[src/rtl/reg_file_sb.sv]
// Integer register file with NUM_RD combinational read ports, one write port,
// hardwired-zero x0, write-to-read bypass and a per-register pending-write scoreboard.
// Optional debug read port and raw scoreboard view under `REGFILE_DBG_PORT_EN.
module reg_file_sb #(
  parameter  int XLEN   = 32,
  parameter  int NREGS  = 32,
  parameter  int NUM_RD = 2,
  parameter  int BYPASS = 1,
  localparam int AW     = $clog2(NREGS),
  localparam int CW     = $clog2(NREGS + 1)
) (
  input  logic                     clk,
  input  logic                     rst_n,
  input  logic [NUM_RD*AW-1:0]     rd_addr,
  output logic [NUM_RD*XLEN-1:0]   rd_data,
  output logic [NUM_RD-1:0]        rd_busy,
  input  logic                     w_en,
  input  logic [AW-1:0]            w_addr,
  input  logic [XLEN-1:0]          w_data,
  input  logic                     iss_en,
  input  logic [AW-1:0]            iss_addr,
`ifdef REGFILE_DBG_PORT_EN
  input  logic [AW-1:0]            dbg_addr,
  output logic [XLEN-1:0]          dbg_data,
  output logic [NREGS-1:0]         dbg_busy_vec,
`endif
  output logic [CW-1:0]            busy_cnt
);

  logic [XLEN-1:0]  regs [NREGS];
  logic [NREGS-1:0] busy_q;
  logic [NREGS-1:0] busy_d;
  logic [CW-1:0]    cnt_d;
  logic             w_hit;
  logic             iss_hit;

  // Writes and issues to x0 are architecturally void.
  assign w_hit   = w_en   && (w_addr   != '0);
  assign iss_hit = iss_en && (iss_addr != '0);

  // NOTE: every variable gets a default at the top of always_comb so no path leaves it unassigned (no latch).
  always_comb begin
    busy_d = busy_q;
    if (w_hit)   busy_d[w_addr]   = 1'b0;
    // Applied after the clear so a same-address issue keeps the register busy.
    if (iss_hit) busy_d[iss_addr] = 1'b1;
    busy_d[0] = 1'b0;
    cnt_d = '0;
    for (int i = 0; i < NREGS; i++) begin
      cnt_d = cnt_d + CW'(busy_d[i]);
    end
  end

  // NOTE: the storage array is reset because every register must read 0 straight out of reset;
  // this costs a reset net on each flop instead of allowing an SRAM macro.
  always_ff @(posedge clk or negedge rst_n) begin
    if (!rst_n) begin
      for (int i = 0; i < NREGS; i++) begin
        regs[i] <= '0;
      end
    end else if (w_hit) begin
      regs[w_addr] <= w_data;
    end
  end

  // NOTE: sequential state uses non-blocking assignments so every flop samples pre-edge values.
  always_ff @(posedge clk or negedge rst_n) begin
    if (!rst_n) begin
      busy_q   <= '0;
      busy_cnt <= '0;
    end else begin
      busy_q   <= busy_d;
      busy_cnt <= cnt_d;
    end
  end

  for (genvar g = 0; g < NUM_RD; g++) begin : g_rd
    logic [AW-1:0]   addr;
    logic [XLEN-1:0] data;
    logic            bsy;

    assign addr = rd_addr[g*AW +: AW];

    always_comb begin
      data = regs[addr];
      bsy  = busy_q[addr];
      // A forwarded write retires the pending mark, unless a new writer is issued alongside it.
      if ((BYPASS != 0) && w_hit && (w_addr == addr)) begin
        data = w_data;
        if (!(iss_hit && (iss_addr == addr))) bsy = 1'b0;
      end
      // Keeps a bypassed write from leaking out while reset is held.
      if (!rst_n) begin
        data = '0;
        bsy  = 1'b0;
      end
    end

    assign rd_data[g*XLEN +: XLEN] = data;
    assign rd_busy[g]              = bsy;
  end

`ifdef REGFILE_DBG_PORT_EN
  assign dbg_data     = rst_n ? regs[dbg_addr] : '0;
  assign dbg_busy_vec = busy_q;
`endif

endmodule

[config.mk]
export PLATFORM = sky130hd
export DESIGN_NAME = reg_file_sb
export DESIGN_NICKNAME = d
export VERILOG_FILES = /design/src/rtl/reg_file_sb.sv
export SDC_FILE = /design/constraint.sdc
export NUM_CORES = 2
export LEC_CHECK = 0
export BUFFER_PORTS_ARGS = -buffer_cell sky130_fd_sc_hd__buf_2
export CORE_AREA = 3 3 364 366
export CTS_BUF_LIST = sky130_fd_sc_hd__clkbuf_8
export DETAILED_ROUTE_END_ITERATION = 16
export DIE_AREA = 0 0 367 369
export PLACE_DENSITY = 0.68
export REMOVE_ABC_BUFFERS = 1
export SLEW_MARGIN = 15
export SYNTH_ARGS = -nofsm -noshare
export SYNTH_HDL_FRONTEND = slang
export SYNTH_SLANG_ARGS = --single-unit
[constraint.sdc]
create_clock -name clk -period 5.95 [get_ports clk]
set_input_delay 0 -clock clk [delete_from_list [all_inputs] [get_ports clk]]
set_output_delay 0 -clock clk [all_outputs]
set_load 0.01 [all_outputs]
==> metrics.md <==
| Metric | Value |
|---|---|
| Initial core utilization | 0.4502 |
| Leakage | 28.63 nW |
| Util after Layout | 0.4980 |
| Antenna Nets Post-Route | 0 |
| Crit-path slowest cell | dlygate4sd3_1 |
| Worst-Margin Slew | 1185 ps |
| Vias | 37,490 |
| GR Overflow Total | 0 |
| Mapped Area | 58,290 um^2 |
| Critical Path Start Type | input port |
| Die area | 135,400 um^2 |
| Worst hold slack | 208.6 ps |
| Vias per inst | 6.314 |
| Syn-to-layout area delta | 10.61% |
| Asr flop ratio synth | 1.000 |
| Crit path buffers/inverters | 5 |
| Dominant synthesized flop cell | dfrtp_1 |
| Wire per inst | 28.65 um |
| Setup crit end kind | register |
| Most frequent cell after synthesis | dfrtp_1 |
| Synth warn | 0 |
| H-tree depth | 4 |
| Die Y-Extent | 369 um |
| Core Box Area | between 100,000 and 150,000 um^2 |
| Fill count | 11,220 |
| Period utilization | 0.9455 |
| Worst path top cell family by delay | adder cells |
| Initial antenna violation count | 2 |
| Layout cells sized above 1 | 0.4753 |
| Total track usage | 0.2507 |
| Number of setup violations in the final report | 0 |
| DP Area | 60,230 um^2 |
| Arrival time at the worst endpoint | 6420 ps |
| Sequential share of the synthesized area | 0.4555 |
| Drt pass-1 iters | 7 |
| Max Slew Vio Count | 0 |
| Seq cells post-synth | 1,061 |
| # DRC | 0 |
| Placer congestion estimate | 0.8853 |
| DRT Wirelength | 170,100 um |
| CTS Buf Count | 180 |
| I/O Buffers | 127 |
| Total power | 22.61 mW |
| Final Critical Period | roughly 5600 ps |
| MaxCap Viol Count | 0 |
| Status | finished, final reports clean |
| Final clock skew | roughly 18 ps |
| Dpl hpwl | 95,310 um |
| Max IR drop VDD | 0.6681 mV |
| CP Data Required Time | between 6000 and 7000 ps |
| Hold WC Path Type | in -> reg |
| Longest Clk Path Bufs | 3 |
| Slew headroom | 0.2067 |
| Post-Syn Instances | around 4,000 |
| IO Count | 128 |
| CP most frequent cell | fa_1 |
| Worst path max stage delay | 550 ps |
| Post-synth top area cell | dfrtp_1 |
| Max Freq | 177.7 MHz |
| 1st-iter DRT viols | 3,420 |
| Post-route setup slack | 324.0 ps |
| Die X | approximately 370 um |
| Sink Count | 1,061 |
| Final instance area | approximately 64,000 um^2 |
| Final net count | between 4,000 and 5,000 |
| Vias in the first global route | 39,320 |
| CTS root buffer | clkbuf_8 |
| Placement Setup Slack | 141.7 ps |
| Synth top cells by count | 1,061 x dfrtp_1, 994 x mux2_2, 457 x mux4_2, 261 x clkbuf_1, 222 x mux2i_1 |
| RSZ-0062 raised after global routing | false |
| Final Hold Vio Count | 0 |
| Row cnt | 132 |
| Dominant cells by area after synthesis | dfrtp_1 46%, mux2_2 19%, mux4_2 18% |
| Post-CTS setup buffer count | 0 |
| CP Class | in -> reg |
| Pwr Density | 350.7 nW/um^2 |
| Largest net degree at the start of global routing | 170 |
| Post-synthesis average cell area | 14.47 um^2 |
| Skew-Pair Late Insertion Delay | 870 ps |
| First-pass GRT wire length | 256,800 um |
| Synth unique cells | between 50 and 60 |
| CTS tree | yes |
| Critical-path cell list | dlygate4sd3_1 -> buf_2 -> nand2_1 -> nor2_1 -> dlygate4sd3_1 -> buf_4 -> nand2_2 -> a22oi_1 -> fa_1 -> fa_1 -> fa_1 -> inv_1 -> fa_1 -> fa_1 -> fa_1 -> fa_2 -> fa_1 -> a21o_1 -> a21oi_2 -> xnor2_1 |
| EDFF count, synth | 0 |
| Clock slew at reported path FFs | around 60 ps |
| Synth top area share | 0.4555 |
| Max FO, Critical Path | 10 |
[stage by stage]
stage / cells / setup TNS, ps
6_report: 5937 / 0
5_1_grt: 5937 / 0
4_1_cts: 5936 / 0
3_5_place_dp: 5550 / 0
3_3_place_gp: 5550 / 0
2_1_floorplan: 3572 / -1062
[cells by family (layout without fill, tap and decap cells)]
logic type	Yosys count	in the layout	share of synthesized area
muxes	1673	1673	0.4067
DFF	1061	1061	0.4555
buffers and inverters	501	665	0.03936
AOI/OAI and AO/OA	457	457	0.05849
and+or+nand+nor	284	284	0.02715
adders and majority gates	30	30	0.009401
xor gates and xnor gates	23	23	0.003456
other	0	2	0
[worst paths after layout]
| path | depth (start not counted) | to | slack, ps | from |
|---|---|---|---|---|
| max | 20 | busy_cnt[4]$_DFF_PN0_ | 320 | w_addr[1] |
| min | 6 | busy_q[20]$_DFF_PN0_ | 210 | w_en |
| max reg2reg | 16 | busy_cnt[4]$_DFF_PN0_ | 740 | busy_q[14]$_DFF_PN0_ |
| min reg2reg | 0 | regs[1013]$_DFFE_PN0P_ | 390 | regs[1013]$_DFFE_PN0P_ |
| max in group asynchronous | 5 | regs[427]$_DFFE_PN0P_ | 3890 | rst_n |
| min in group asynchronous | 4 | regs[976]$_DFFE_PN0P_ | 410 | rst_n |
[worst reg2reg max path: cells and delay by family (launching register included)]
family                     cells  cell delay (ps)
buffers and inverters          4              230
xor gates and xnor gates       1              120
adders and majority gates      8             3860
DFF                            1              360
AOI/OAI and AO/OA              3              570
[registers in the layout, indices dropped and copies added (netlist names)]
signal	flops
busy_q	31
busy_cnt	6
regs	1024
[metal layers]
| metal | routed length [um] | up-vias | GRT usage | share of wire |
|---|---|---|---|---|
| li1 | - | 15550 | - | - |
| met1 | 71060 | 20250 | 0.3400 | 0.42 |
| met2 | 83630 | 1384 | 0.4150 | 0.49 |
| met3 | 10800 | 305 | 0.04186 | 0.063 |
| met4 | 4611 | 0 | 0.07679 | 0.027 |
| met5 | 0 | - | 0 | 0 |
[layout make-up]
class | instances | area, um^2 | area share
Multi-Input combinational cell | 2467 | 29680 | 0.4604
Sequential cell | 1061 | 26550 | 0.4118
Clock buffer | 219 | 3014 | 0.04675
Timing Repair Buffer | 302 | 2336 | 0.03623
Tap cell | 1742 | 2180 | 0.03380
Clock inverter | 100 | 538.0 | 0.008344
Inverter | 44 | 170.2 | 0.002639
Antenna cell | 2 | 5.005 | 0.00007762
[cells in the final DEF (no fill, tap or decap), drive strengths merged, types with 49 or more instances in the layout]
master,n
dlygate4sd3,65
a211o,62
mux2,994
clkbuf,220
a211oi,107
and2,74
dfrtp,1061
buf,236
a221oi,74
nand2,49
mux2i,222
inv,116
nor2b,53
a21oi,54
mux4,457
[power by group]
part           switching, mW  leakage (nW)  total [mW]  internal, mW
sequential             0.994          13.6        9.66          8.67
combinational           2.85          13.0        6.47          3.62
clock                   3.07          2.07        6.48          3.41
total                   6.91          28.6        22.6          15.7
[repair_timing]
item | CTS | global route
gates resized for setup | 0 | 5
endpoints found under the hold margin | 1576 | 0
hold buffers | 67 | 0
setup endpoints to repair | 0 | 3
Note: power is estimated with default switching activity, not from simulation.
